### src/rtl/axil_seq_initiator.sv
// ---------------------------------------------------------------------------
// axil_seq_initiator
//
// AXI-Lite initiator that walks a run of consecutive word addresses, doing
// one single-beat write or read per word. There is never more than one
// AXI-Lite transaction in flight.
//
//   Write sequence: each word is taken from the s_axis sink, then AW and W are
//   issued together, then the B response is collected.
//   Read sequence:  each AR/R pair lands in a one-word output register that
//   feeds m_axis. tlast marks the final word. The next AR may be issued
//   while the previous word is still waiting in that register.
//
// Ports
//   clk, rst            single clock; synchronous active-high reset
//   cmd_*               command: direction, start byte address, word count
//   busy / done / err   status: done pulses once per sequence, and err is
//                       valid with done (any bresp[1]/rresp[1] seen)
//   s_axis_*            write-data stream in
//   m_axis_*            read-data stream out (with tlast)
//   m_axil_aw*/w*/b*    AXI-Lite write channels
//   m_axil_ar*/r*       AXI-Lite read channels
// ---------------------------------------------------------------------------
module axil_seq_initiator #(
  parameter int ADDR_WIDTH = 9,
  parameter int DATA_WIDTH = 32,
  parameter int STRB_WIDTH = DATA_WIDTH / 8,
  parameter int LEN_WIDTH  = 8
) (
  input  logic                  clk,
  input  logic                  rst,

  input  logic                  cmd_valid,
  output logic                  cmd_ready,
  input  logic                  cmd_write,
  input  logic [ADDR_WIDTH-1:0] cmd_addr,
  input  logic [LEN_WIDTH-1:0]  cmd_len,
  output logic                  busy,
  output logic                  done,
  output logic                  err,

  input  logic [DATA_WIDTH-1:0] s_axis_tdata,
  input  logic                  s_axis_tvalid,
  output logic                  s_axis_tready,

  output logic [DATA_WIDTH-1:0] m_axis_tdata,
  output logic                  m_axis_tvalid,
  input  logic                  m_axis_tready,
  output logic                  m_axis_tlast,

  output logic [ADDR_WIDTH-1:0] m_axil_awaddr,
  output logic [2:0]            m_axil_awprot,
  output logic                  m_axil_awvalid,
  input  logic                  m_axil_awready,
  output logic [DATA_WIDTH-1:0] m_axil_wdata,
  output logic [STRB_WIDTH-1:0] m_axil_wstrb,
  output logic                  m_axil_wvalid,
  input  logic                  m_axil_wready,
  input  logic [1:0]            m_axil_bresp,
  input  logic                  m_axil_bvalid,
  output logic                  m_axil_bready,

  output logic [ADDR_WIDTH-1:0] m_axil_araddr,
  output logic [2:0]            m_axil_arprot,
  output logic                  m_axil_arvalid,
  input  logic                  m_axil_arready,
  input  logic [DATA_WIDTH-1:0] m_axil_rdata,
  input  logic [1:0]            m_axil_rresp,
  input  logic                  m_axil_rvalid,
  output logic                  m_axil_rready
);

  typedef enum logic [2:0] {
    IDLE,
    WR_FETCH,
    WR_ISSUE,
    WR_RESP,
    RD_ISSUE,
    RD_WAIT,
    RD_DRAIN,
    FINISH
  } state_t;

  // One word is STRB_WIDTH bytes. Addresses stay word aligned and wrap
  // modulo 2^ADDR_WIDTH.
  localparam logic [ADDR_WIDTH-1:0] ADDR_STEP = ADDR_WIDTH'(STRB_WIDTH);
  localparam logic [ADDR_WIDTH-1:0] ADDR_MASK = ~(ADDR_STEP - ADDR_WIDTH'(1));

  state_t                state_q,     state_d;
  logic [ADDR_WIDTH-1:0] addr_q,      addr_d;
  logic [LEN_WIDTH-1:0]  cnt_q,       cnt_d;
  logic                  err_acc_q,   err_acc_d;
  logic [DATA_WIDTH-1:0] wdata_q,     wdata_d;
  logic                  awvalid_q,   awvalid_d;
  logic                  wvalid_q,    wvalid_d;
  logic                  arvalid_q,   arvalid_d;
  logic [DATA_WIDTH-1:0] m_tdata_q,   m_tdata_d;
  logic                  m_tvalid_q,  m_tvalid_d;
  logic                  m_tlast_q,   m_tlast_d;
  logic                  busy_q,      busy_d;
  logic                  done_q,      done_d;
  logic                  err_q,       err_d;

  logic last_word;

  // Only bit 1 of a response (SLVERR/DECERR) matters here.
  logic unused_resp_lsbs;
  assign unused_resp_lsbs = m_axil_bresp[0] ^ m_axil_rresp[0];

  assign last_word = (cnt_q == LEN_WIDTH'(1));

  // Handshake readies decode straight from registered state. cmd_ready stays
  // low during the done cycle, so a new command cannot overlap the pulse.
  assign cmd_ready     = (state_q == IDLE) && !done_q;
  assign s_axis_tready = (state_q == WR_FETCH);
  assign m_axil_bready = (state_q == WR_RESP);
  // Accept a read beat only when the output register is free. The beat is
  // never dropped, at the cost of one bubble after a drain.
  assign m_axil_rready = (state_q == RD_WAIT) && !m_tvalid_q;

  assign busy           = busy_q;
  assign done           = done_q;
  assign err            = err_q;
  assign m_axil_awaddr  = addr_q;
  assign m_axil_araddr  = addr_q;
  assign m_axil_awprot  = 3'b000;
  assign m_axil_arprot  = 3'b000;
  assign m_axil_awvalid = awvalid_q;
  assign m_axil_wvalid  = wvalid_q;
  assign m_axil_wdata   = wdata_q;
  assign m_axil_wstrb   = '1;
  assign m_axil_arvalid = arvalid_q;
  assign m_axis_tdata   = m_tdata_q;
  assign m_axis_tvalid  = m_tvalid_q;
  assign m_axis_tlast   = m_tlast_q;

  always_comb begin
    // NOTE: every signal written here gets a default first, so no path
    // leaves it unassigned and no latch is inferred.
    state_d    = state_q;
    addr_d     = addr_q;
    cnt_d      = cnt_q;
    err_acc_d  = err_acc_q;
    wdata_d    = wdata_q;
    awvalid_d  = awvalid_q;
    wvalid_d   = wvalid_q;
    arvalid_d  = arvalid_q;
    m_tdata_d  = m_tdata_q;
    m_tvalid_d = m_tvalid_q;
    m_tlast_d  = m_tlast_q;
    busy_d     = busy_q;
    done_d     = 1'b0;
    err_d      = 1'b0;

    // The output register drains on its own, whatever the sequencer is doing.
    // This is what lets the next AR go out while a word is still queued.
    if (m_tvalid_q && m_axis_tready) begin
      m_tvalid_d = 1'b0;
      m_tlast_d  = 1'b0;
    end

    // busy covers the done cycle, then drops.
    if (done_q) begin
      busy_d = 1'b0;
    end

    unique case (state_q)
      IDLE: begin
        if (cmd_valid && cmd_ready) begin
          addr_d    = cmd_addr & ADDR_MASK;
          cnt_d     = cmd_len;
          err_acc_d = 1'b0;
          busy_d    = 1'b1;
          if (cmd_len == '0) begin
            state_d = FINISH;
          end else if (cmd_write) begin
            state_d = WR_FETCH;
          end else begin
            state_d   = RD_ISSUE;
            arvalid_d = 1'b1;
          end
        end
      end

      WR_FETCH: begin
        if (s_axis_tvalid) begin
          wdata_d   = s_axis_tdata;
          awvalid_d = 1'b1;
          wvalid_d  = 1'b1;
          state_d   = WR_ISSUE;
        end
      end

      WR_ISSUE: begin
        // AW and W complete independently. Move on once both have gone.
        if (m_axil_awready) awvalid_d = 1'b0;
        if (m_axil_wready)  wvalid_d  = 1'b0;
        if (!awvalid_d && !wvalid_d) begin
          state_d = WR_RESP;
        end
      end

      WR_RESP: begin
        if (m_axil_bvalid) begin
          err_acc_d = err_acc_q | m_axil_bresp[1];
          cnt_d     = cnt_q - LEN_WIDTH'(1);
          addr_d    = addr_q + ADDR_STEP;
          state_d   = last_word ? FINISH : WR_FETCH;
        end
      end

      RD_ISSUE: begin
        if (m_axil_arready) begin
          arvalid_d = 1'b0;
          state_d   = RD_WAIT;
        end
      end

      RD_WAIT: begin
        if (m_axil_rvalid && m_axil_rready) begin
          m_tdata_d  = m_axil_rdata;
          m_tvalid_d = 1'b1;
          m_tlast_d  = last_word;
          err_acc_d  = err_acc_q | m_axil_rresp[1];
          cnt_d      = cnt_q - LEN_WIDTH'(1);
          addr_d     = addr_q + ADDR_STEP;
          if (last_word) begin
            state_d = RD_DRAIN;
          end else begin
            state_d   = RD_ISSUE;
            arvalid_d = 1'b1;
          end
        end
      end

      RD_DRAIN: begin
        if (m_tvalid_q && m_axis_tready) begin
          state_d = FINISH;
        end
      end

      FINISH: begin
        done_d  = 1'b1;
        err_d   = err_acc_q;
        state_d = IDLE;
      end

      default: state_d = IDLE;
    endcase
  end

  always_ff @(posedge clk) begin
    // NOTE: state updates use non-blocking assignments, so every flop samples
    // the values from before this edge no matter what order the updates run in.
    if (rst) begin
      state_q    <= IDLE;
      addr_q     <= '0;
      cnt_q      <= '0;
      err_acc_q  <= 1'b0;
      wdata_q    <= '0;
      awvalid_q  <= 1'b0;
      wvalid_q   <= 1'b0;
      arvalid_q  <= 1'b0;
      m_tdata_q  <= '0;
      m_tvalid_q <= 1'b0;
      m_tlast_q  <= 1'b0;
      busy_q     <= 1'b0;
      done_q     <= 1'b0;
      err_q      <= 1'b0;
    end else begin
      state_q    <= state_d;
      addr_q     <= addr_d;
      cnt_q      <= cnt_d;
      err_acc_q  <= err_acc_d;
      wdata_q    <= wdata_d;
      awvalid_q  <= awvalid_d;
      wvalid_q   <= wvalid_d;
      arvalid_q  <= arvalid_d;
      m_tdata_q  <= m_tdata_d;
      m_tvalid_q <= m_tvalid_d;
      m_tlast_q  <= m_tlast_d;
      busy_q     <= busy_d;
      done_q     <= done_d;
      err_q      <= err_d;
    end
  end

endmodule

### config.mk
export PLATFORM = sky130hd
export DESIGN_NAME = axil_seq_initiator
export DESIGN_NICKNAME = d
export VERILOG_FILES = /design/src/rtl/axil_seq_initiator.sv
export SDC_FILE = /design/constraint.sdc
export NUM_CORES = 1
export LEC_CHECK = 0
export CORE_MARGIN = 4
export CORE_UTILIZATION = 35
export DETAILED_ROUTE_END_ITERATION = 12
export DONT_BUFFER_PORTS = 1
export PLACE_DENSITY = 0.47
export REMOVE_ABC_BUFFERS = 1
export SLEW_MARGIN = 5
export SYNTH_ARGS = -nofsm -noshare
export SYNTH_HDL_FRONTEND = slang
export SYNTH_SLANG_ARGS = --single-unit
### constraint.sdc
create_clock -name clk -period 2 [get_ports clk]
set_input_delay 0.3 -clock clk [delete_from_list [all_inputs] [get_ports clk]]
set_output_delay 0.3 -clock clk [all_outputs]
set_load 0.01 [all_outputs]
==> results list, run 1 <==
* Outcome: finished clean
* Number of antenna violations at the first check in global routing: 0
* Largest net degree at the start of global routing: 91
- Yosys warning count: 0
- Clock edge transition at the registers on the reported setup and hold paths: 60 ps
- Iter 0 DRT Violations: 161
- IR analysis of the VDD net gives a maximum drop of 0.772 mV.
- Min cycle time layout: 1850 ps
* Row count: 38
* Class of the tightest hold or removal check: in2reg
* Global-route congestion overflow total: 0
- Max Cap Viol: 0
* Highest-count cells in the layout ignoring fill and taps: sky130_fd_sc_hd__nand2_1 (148), sky130_fd_sc_hd__dfxtp_1 (89), sky130_fd_sc_hd__a21oi_1 (87)
- Synth top area cells: sky130_fd_sc_hd__dfxtp_1 (45%), sky130_fd_sc_hd__nand2_1 (14%), sky130_fd_sc_hd__a21oi_1 (11%), sky130_fd_sc_hd__buf_4 (4.1%), sky130_fd_sc_hd__clkbuf_1 (1.9%)
- Layout fillers: 1,158
- WL/cell: 16.1 um
* Die footprint: 13,300 sq um
* Post-Route Utilization: 40.2%
- Relative to the synthesized area, the layout overhead comes to 10.2%.
- Worst path setup slack after routing: 148 ps
- In the finished design, the share of the clock period the worst path needs comes to 92.6%.
* Kind of end point of the critical path: output port
* Vias in the first global route: 3,199
- Count of vias placed by the detailed router: 3,378
- Cell Pwr Density: 1480 nW/um^2
- Worst EP arrival: 1550 ps
* Number of H-tree levels: 3
- The total count of hold-check failures in the final report is 0.
* R2r worst-path depth: 6
- Synthesis inferred 91 register bits.
- For this run, the register share of the synthesized area comes to 45.1%.
- Data required time of the critical path: 1700 ps
* Starting utilization of the core area: 36.4%
* Chip Height: 115 um
- Final clock skew: 3.65 ps
* Static Leakage: 1.57 nW
- Counting distinct cell types in the post-synthesis netlist gives 53.
- Summed over all layers, the routed wires come to 10,500 um.
- Leaving out fill and tap cells, the most frequent cell in the layout is sky130_fd_sc_hd__nand2_1.
* Die X-Extent: 115 um
- Sum of net half-perimeters after detailed placement: 7360 um
- For this run, the top clock speed supported by timing is 540 MHz.
- Clock root buffer: sky130_fd_sc_hd__clkbuf_16
- In the routed design, unresolved DRC markers number 0.
- Top Ports: 200
- Type of element launching the critical path: register
- Total core area: 11,100 sq um
- CTS saw 91 sinks.
- ANT nets after route: 0
- Post-synthesis cell area: 4040 sq um
- Mean number of vias per cell: 5.20
- Prior to clock tree synthesis, the placed netlist has a worst setup slack of 73.6 ps.
* Synth area leader: sky130_fd_sc_hd__dfxtp_1
- Counting the buffers created by CTS gives 9.
* I/O Buffers: 0
* Placed instance count: 630
* Synthesized instance count: 513
* Final net count: 603
- Max Fanout on Critical Path: 7
* Clk_lat worst skew: 340 ps
- Summed over all failing endpoints, the final setup total negative slack is 0 ps.
- Leaving out filler cells and counting taps, the final layout contains 650.
- Setup violations remaining at the end of the flow were counted as 0.
- At the end of routability-driven placement, the weighted congestion stood at 0.772.
- The clock passes through at most 2 buffers.
- Category of the most critical setup path: reg2out
- Share of the synthesized area in the top cell type: 45.1%
* Hold depth: 1
- Post-Synthesis Mean Instance Area: 7.87 sq um
- First-pass GRT wire length: 16,000 um
- Overall fraction of global-route tracks in use: 15.3%
- First-pass detailed-route iteration total: 4
- TritonCTS built the clock tree.
* Layout cells sized above 1: 10.2%
- Setup repair after global routing missed its margin: false
- The number of max-slew violations in the final report came to 0.
## metrics by stage
step / hold WS [ps] / total power, mW / instance area, sq um
global route: 4.89 / 7.08 / 4450
global placement: 377 / 4.77 / 4100
floorplan: 369 / 3.98 / 3740
CTS: 3.71 / 6.68 / 4420
finish: 22.1 / 6.59 / 4450
detailed placement: 378 / 4.81 / 4100
## critical path, stage by stage (launching register included)
cell and delay [ps]:
sky130_fd_sc_hd__dfxtp_1 420, sky130_fd_sc_hd__buf_4 190, sky130_fd_sc_hd__or2b_2 350, sky130_fd_sc_hd__nor2_1 250
## cell families (layout without fill, tap and decap cells)
| kind of cell | after synthesis | after routing | synth area share [%] |
|---|---|---|---|
| mux | 2 | 2 | 0.558 |
| fa+ha+maj | 3 | 3 | 0.930 |
| simple gates | 217 | 217 | 24.2 |
| flops | 91 | 91 | 45.1 |
| compound gates | 136 | 136 | 19.8 |
| xor+xnor | 1 | 1 | 0.217 |
| buf+inv | 61 | 45 | 8.96 |
| other cells | 2 | 15 | 0.186 |
## state kept, by name, summed over array words and instances (netlist names), 3 cells and up
| name | flops |
|---|---|
| m_axil_wdata | 32 |
| m_axil_araddr | 7 |
| m_axis_tdata | 32 |
| state_q | 3 |
| cnt_q | 8 |
## synthesized netlist by cell type (all sizes together)
master        number
and2b              1
conb               2
mux2               2
dfxtp             91
clkbuf            20
and3               2
a31o               2
o21a               1
o21ba              1
nand3              5
nor4b              1
nand4              1
nand3b             5
buf               35
o22ai              2
a21oi             87
nor2              19
nand4b             1
nor4               6
a211o              1
nor2b              3
a41oi              1
nand2b             4
ha                 3
a31oi              2
and2               8
o31ai              1
a2111oi            2
a221oi             2
o22a               2
inv                5
nor3b              4
nand2            148
nor3               5
or2                1
xor2               1
or2b               3
a21o               7
a311oi             3
dlymetal6s2s       1
o21ai             17
a211oi             5
## worst paths after layout
kind / from / to / slack [ps]
worst max-delay path: state_q[1]$_SDFFE_PP0P_ / m_axil_bready / 150
worst min-delay path: rst / m_axil_wdata[20]$_SDFFE_PP0P_ / 20
worst max register to register: state_q[1]$_SDFFE_PP0P_ / state_q[1]$_SDFFE_PP0P_ / 190
worst min register to register: err_acc_q$_SDFFE_PP0P_ / err$_SDFF_PP0_ / 460
## layer usage
metal / routed length [um] / vias up / GRT usage, %
li1: - / 1669 / -
met1: 4120 / 1537 / 18.3
met2: 4660 / 154 / 22.4
met3: 1430 / 18 / 8.26
met4: 246 / 0 / 7.20
met5: 0 / - / 0
## report_power, final
group	internal (mW)	switching [mW]	total [mW]
Combinational	0.982	1.22	2.21
Clock	1.13	0.697	1.83
Sequential	2.12	0.438	2.56
## cell type report
type                            count  area, sq um  share of cell area (%)
Clock buffer                       12          246                    5.54
Inverter                            5         18.8                   0.422
Clock inverter                      4         73.8                    1.66
Multi-Input combinational cell    373         1900                    42.7
Sequential cell                    91         1820                    41.0
Antenna cell                        1         2.50                  0.0563
Timing Repair Buffer               24          208                    4.67
Tap cell                          140          175                    3.94
## timing repair
action,in CTS,in global routing
hold buffers,0,1
setup buffers,0,2
gates resized for setup,0,2
setup endpoints to repair,0,34
endpoints found under the hold margin,0,1
No activity file was read; power rests on OpenSTA's default activity.
==> inputs of run 2 (changes only) <==
Settings changed: CORE_UTILIZATION 35 to 50, CTS_BUF_LIST set to sky130_fd_sc_hd__clkbuf_4 sky130_fd_sc_hd__clkbuf_8 sky130_fd_sc_hd__clkbuf_16, PLACE_DENSITY 0.47 to 0.63.
==> run 2 against run 1 <==
Worst setup slack better by 41 ps. Register-to-register slack about the same. Largest power group unchanged. Sequential power about the same. Clock-buffer cell count fell by 3.
==> results list, run 2 (same netlist as run 1, synthesis figures left out) <==
- Iter 0 DRT Violations: 101
* Largest net degree at the start of global routing: 65
- Final standard cell area without fillers: 4280 sq um
- The die covers 9570 sq um.
- The number of cells on the worst reg-to-reg path is 5.
- On the final layout, the worst clock skew is 17.5 ps.
- Min-Delay Startpoint: rst
* Row count: 32
- Total core area: 7770 sq um
- Registers take 1820 sq um.
* WL/cell: 16.7 um
- Delay of the slowest cell on the worst path: 520 ps
- Worst EP arrival: 2070 ps
- Hold depth: 1
- Summing over every cut layer, the via total after detailed routing is 3,335.
* Clock edge transition at the registers on the reported setup and hold paths: 90 ps
- Weighted congestion at the end of routability-driven global placement: 0.805
- Wire length after detailed routing: 10,200 um
- The layout has 766 filler cells.
- Dividing total power by cell area gives a power density of 1360 nW/um^2.
* Count of unresolved DRC violations after routing: 0
- Final net count: 602
- Setup repair after global routing left no endpoint under its margin.
- Number of H-tree levels: 3
- On the critical path, the stage with the largest delay is an instance of sky130_fd_sc_hd__a2111oi_4.
* Num CTS Buffers: 9
- Leaving out fill and tap cells, the most frequent cells in the layout are sky130_fd_sc_hd__nand2_1 (148), sky130_fd_sc_hd__dfxtp_1 (89), sky130_fd_sc_hd__a21oi_1 (87).
- Together, buffers and inverters on the worst path number 1.
- At the worst endpoint, the required time is 2260 ps.
* Worst slew margin: 64.1%
- 0 antenna diodes ended up in the layout.
- The number of max-slew violations in the final report came to 0.
- In this run the critical register-to-register path is captured at state_q[1]$_SDFFE_PP0P_.
* Max Fanout on Critical Path: 10
- Setup violations remaining at the end of the flow were counted as 0.
- Global routing consumed, over all layers together, 20.5% of the routing resources.
- Total power consumption of the routed design: 5.83 mW
* Final instance count without filler cells: 609
- ANT nets after route: 0
* Most common cell after layout, fill and taps aside: sky130_fd_sc_hd__nand2_1
* Max Cap Viol: 0
* Critical R2R Launch: state_q[0]$_SDFFE_PP0P_
- Sum of net half-perimeters after detailed placement: 6900 um
- Max Clock Freq: 552 MHz
- The number of global-route vias before repair is 3,123.
* Worst-Margin Slew: 533 ps
- Worst path setup slack after routing: 189 ps
- Clk_lat worst skew: 350 ps
* Category of the most critical setup path: reg2reg
* Kind of end point of the critical path: register
* Chip Height: 97.8 um
- Top Ports: 200
- The first global-routing pass estimated 16,000 um of wire.
- Multi-input combinational cell area: 1900 sq um
* Placed instance count: 589
- Ordered list of cells on the worst path: inv_2 -> a31o_1 -> a2111oi_4 -> nand3_2 -> a221oi_1
* Number of sinks handled by clock tree synthesis: 91
- The worst hold path terminates at m_axil_araddr[5]$_SDFFE_PP0P_.
- Count of endpoints failing hold in the final timing report: 0
- Static Leakage: 1.50 nW
- First-pass detailed-route iteration total: 4
- Cell area after placement: 4030 sq um
* Flop-to-flop setup slack: 190 ps
- Post-Place Worst Slack: 96.7 ps
- Setup Fix Bufs, Post-CTS: 0
- Type of element launching the critical path: register
- For this configuration, the core starts out at a cell density of 51.9%.
* Peak ir drop on the vdd network: 0.948 mV
* Post-Route Utilization: 55.1%
- Global-route congestion overflow total: 0
- Die X-Extent: 97.8 um
- Mean number of vias per cell: 5.48
* Synth-to-Final Area Change: 5.98%
* Final clock period utilization by the worst path: 90.5%
- The worst hold path belongs to the class in2reg.
- In this design, the largest share of critical-path delay is due to compound AO/OA/AOI/OAI gates.
- Outcome: finished clean
- In the final layout, the share of cells above drive strength 1 is 9.66%.
- TritonCTS built the clock tree.
* Number of antenna violations at the first check in global routing: 0
* Min cycle time layout: 1810 ps
- Clock root buffer: sky130_fd_sc_hd__clkbuf_8
* I/O Buffers: 0
- Number of buffers on the longest clock path: 2
==> run 2: cell types whose count changed in the layout (fill, tap and decap cells not counted), sizes merged <==
cell         before  now
buf              23   19
clkinvlp          0    4
clkbuf           12    9
dlygate4sd3       1    4
bufinv            2    0
diode             1    0
==> run 2: how the worst max path moves through the flow <==
| stage | slack (ps) | end | start | depth (start not counted) |
|---|---|---|---|---|
| CTS | 80 | state_q[1]$_SDFFE_PP0P_ | state_q[1]$_SDFFE_PP0P_ | 5 |
| floorplan | -1180 | cnt_q[1]$_SDFFE_PP0P_ | state_q[2]$_SDFFE_PP0P_ | 5 |
| detailed placement | 100 | state_q[1]$_SDFFE_PP0P_ | state_q[1]$_SDFFE_PP0P_ | 5 |
| finish | 190 | state_q[1]$_SDFFE_PP0P_ | state_q[0]$_SDFFE_PP0P_ | 5 |
| global route | 30 | m_axil_araddr[3]$_SDFFE_PP0P_ | state_q[0]$_SDFFE_PP0P_ | 6 |
| global placement | 130 | state_q[1]$_SDFFE_PP0P_ | state_q[1]$_SDFFE_PP0P_ | 5 |
==> run 2: final cells by class <==
type | count | share of cell area [%]
clock buffer | 9 | 2.90
clock inverter | 6 | 1.29
inverter | 5 | 0.439
multi-input combinational | 373 | 44.4
sequential | 91 | 42.7
tap | 102 | 2.98
timing repair buffer | 23 | 5.32
==> run 2: per-layer routing <==
| metal | wire length (um) | GRT usage, % | vias to the layer above | part of all wire (%) |
|---|---|---|---|---|
| met5 | 0 | 0 | - | 0 |
| met4 | 197 | 7.45 | 0 | 1.9 |
| met3 | 1150 | 9.57 | 15 | 11 |
| met2 | 4640 | 31.7 | 154 | 46 |
| met1 | 4170 | 25.0 | 1498 | 41 |
| li1 | - | - | 1668 | - |
==> run 2: repair_timing <==
action,in CTS,in global routing
endpoints found under the setup margin,0,12
hold buffers,3,2
hold endpoints to repair,64,3
resized for setup,0,2
==> run 2: power by group <==
part           total [mW]  internal, mW  leakage, nW  switching (mW)
combinational        2.15         0.919        0.679            1.23
clock                1.13         0.456       0.0763           0.670
sequential           2.56          2.12        0.740           0.438
total                5.83          3.50         1.50            2.34
==> run 2: stage by stage <==
step | hold WS [ps] | setup TNS, ps
floorplan | 369 | -26980
global placement | 376 | 0
detailed placement | 380 | 0
CTS | 0.912 | 0
global route | 4.71 | 0
finish | 24.8 | 0
==> inputs of run 3 (changes only) <==
Settings changed: HOLD_SLACK_MARGIN set to 0.12.
==> run 3 against run 2 <==
Register-to-register slack worse by 50 ps. Global-route usage shrank 0.66 points. Die area unchanged. Highest routed layer unchanged. Total power down 0.36%. Clock power hardly changed. Cell count fell by 0.33%. Utilization down 0.48 points. Clock-buffer cell count did not move. Largest cell class unchanged.
==> results list, run 3 (same netlist as run 1, synthesis figures left out) <==
- Sequential cells burn 44.1% of the power.
* Layout fillers: 766
- Counting tap cells, the placed design contains a total of 589 instances.
* Wire length after detailed routing: 9870 um
* Count of vias placed by the detailed router: 3,294
- Overall fraction of global-route tracks in use: 19.8%
* Setup Fix Bufs, Post-CTS: 0
* Highest-count cells in the layout ignoring fill and taps: sky130_fd_sc_hd__nand2_1 (148), sky130_fd_sc_hd__dfxtp_1 (89), sky130_fd_sc_hd__a21oi_1 (87)
- The total count of hold-check failures in the final report was 0.
- Net switching is 39.8% of the power.
- Part of the total power dissipated in combinational logic: 36.6%
- The tree built by TritonCTS fans out to 91 sinks.
* Clock edge transition at the registers on the reported setup and hold paths: 90 ps
* Final clock skew: 17.7 ps
- The wire-length estimate of the detail-placed layout is 6900 um.
* Worst slew margin: 63.9%
- Outcome: finished clean
- In this run the core area contains 32 standard-cell rows.
* Hold bufs inserted after CTS: 3
- Max-cap violations in this run came to 0.
- Final net count: 600
- Diode count: 0
* Proportion of power drawn by the clock network: 19.3%
* Top Ports: 200
* Max Clock Freq: 536 MHz
- For the pin with the worst max-slew slack, the measured transition is 536 ps.
* Worst EP arrival: 2160 ps
* Endpoint of the lowest-slack register-to-register path: busy$_SDFF_PP0_
* Layout cells sized above 1: 9.50%
- First-pass GRT wire length: 15,600 um
* Global-route congestion overflow total: 0
* WL/cell: 16.3 um
- Cell Pwr Density: 1370 nW/um^2
* Critical path launch point: state_q[2]$_SDFFE_PP0P_
- For this configuration, the core starts out at a cell density of 51.9%.
- The number of max-slew violations in the final report was 0.
- Peak ir drop on the vdd network: 0.754 mV
- In this run the power spent charging and discharging nets is 2.31 mW.
- Data required time of the critical path: 2300 ps
- TritonCTS built the clock tree.
- The die is 97.8 um tall.
- The total area inside the core boundary comes to 7770 sq um.
* Number of antenna violations at the first check in global routing: 0
- R2r worst-path depth: 5
- The number of global-route vias before repair came to 3,116.
* Weighted congestion at the end of routability-driven global placement: 0.805
- In the final layout, the multi-input gates occupy 1900 sq um.
* Number of H-tree levels: 3
* Largest net degree at the start of global routing: 91
* Final clock period utilization by the worst path: 93.2%
* I/O Buffers: 0
* Area occupied by registers: 1820 sq um
* Cell area after placement: 4030 sq um
* Count of unresolved DRC violations after routing: 0
- Internal power: 3.50 mW
- Iter 0 DRT Violations: 95
- Kind of end point of the critical path: register
* Category of the most critical setup path: reg2reg
- Number of buffers on the longest clock path: 2
- After routing the design area is 4240 sq um.
* Final instance count without filler cells: 607
- Using the TritonRoute via totals, the vias-per-cell ratio works out to 5.43.
- Measured along the x axis, the die boundary spans 97.8 um.
* Clk_lat worst skew: 350 ps
- Setup violations remaining at the end of the flow were counted as 0.
- In this run the register-to-register setup slack is 140 ps.
* Clock root buffer: sky130_fd_sc_hd__clkbuf_8
* Max Fanout on Critical Path: 12
- The worst register-to-register path begins at state_q[2]$_SDFFE_PP0P_.
- The analysis attributes to cell leakage a power of 1.48 nW.
* ANT nets after route: 0
- Class of the tightest hold or removal check: in2reg
* Type of element launching the critical path: register
- Synth-to-Final Area Change: 5.05%
- Most common cell after layout, fill and taps aside: sky130_fd_sc_hd__nand2_1
- Clock tree synthesis inserted a total of 9 buffers.
* Setup repair after global routing missed its margin: false
- The routed design could run at a clock period as short as 1860 ps.
- Die footprint: 9570 sq um
- CP Capture Point: busy$_SDFF_PP0_
- The pre-antenna-repair detailed-routing pass consisted of 4 iterations.
run 3: what timing repair did:
action / 4_1_cts / 5_1_grt
setup endpoints to repair: 0 / 12
endpoints found under the hold margin: 90 / 87
gates resized for setup: 0 / 2
run 3: per-layer routing:
metal  track usage, %  share of wire, %
met1             23.6                41
met2             30.7                46
met3             9.79                11
met4             7.77               1.9
met5                0                 0
run 3: worst min-delay path by stage:
stage	startpoint	end	slack [ps]	cells past startpoint
6_report	rst	state_q[2]$_SDFFE_PP0P_	6	1
5_1_grt	rst	m_axil_wdata[21]$_SDFFE_PP0P_	-20	1
4_1_cts	rst	m_axil_wdata[30]$_SDFFE_PP0P_	-9	1
3_5_place_dp	rst	m_axil_wdata[21]$_SDFFE_PP0P_	380	1
3_3_place_gp	rst	m_axil_wdata[31]$_SDFFE_PP0P_	380	1
2_1_floorplan	rst	cnt_q[2]$_SDFFE_PP0P_	370	1
run 3: critical path: stages, from the launching register on:
cell	delay (ps)
sky130_fd_sc_hd__dfxtp_2	390
sky130_fd_sc_hd__buf_4	160
sky130_fd_sc_hd__nor3_1	440
sky130_fd_sc_hd__a21oi_1	130
sky130_fd_sc_hd__nor3_1	130
sky130_fd_sc_hd__dlygate4sd3_1	560
run 3: final cells by class:
type | instances | area share [%]
multi-input combinational | 373 | 44.8
sequential | 91 | 43.0
timing repair buffer | 21 | 4.49
tap | 102 | 3.01
clock buffer | 9 | 2.92
clock inverter | 6 | 1.30
inverter | 5 | 0.443
run 3: power groups by stage:
stage	combinational [mW]	clock, mW	sequential (mW)
floorplan	1.43	0	2.56
detailed placement	2.11	0	2.60
global route	2.39	1.25	2.61
CTS	2.13	1.17	2.56
finish	2.13	1.12	2.56
global placement	2.06	0	2.59
run 3: stage by stage:
stage | total power, mW | util, % | setup slack, ps | hold WS [ps] | setup TNS (ps)
floorplan | 3.98 | - | -1180 | 369 | -26980
global route | 6.26 | 54.6 | 16.4 | -21.6 | 0
detailed placement | 4.71 | 51.9 | 96.7 | 380 | 0
CTS | 5.85 | 54.5 | 52.4 | -8.82 | 0
global placement | 4.65 | 51.9 | 134 | 376 | 0
finish | 5.81 | 54.6 | 136 | 5.96 | 0
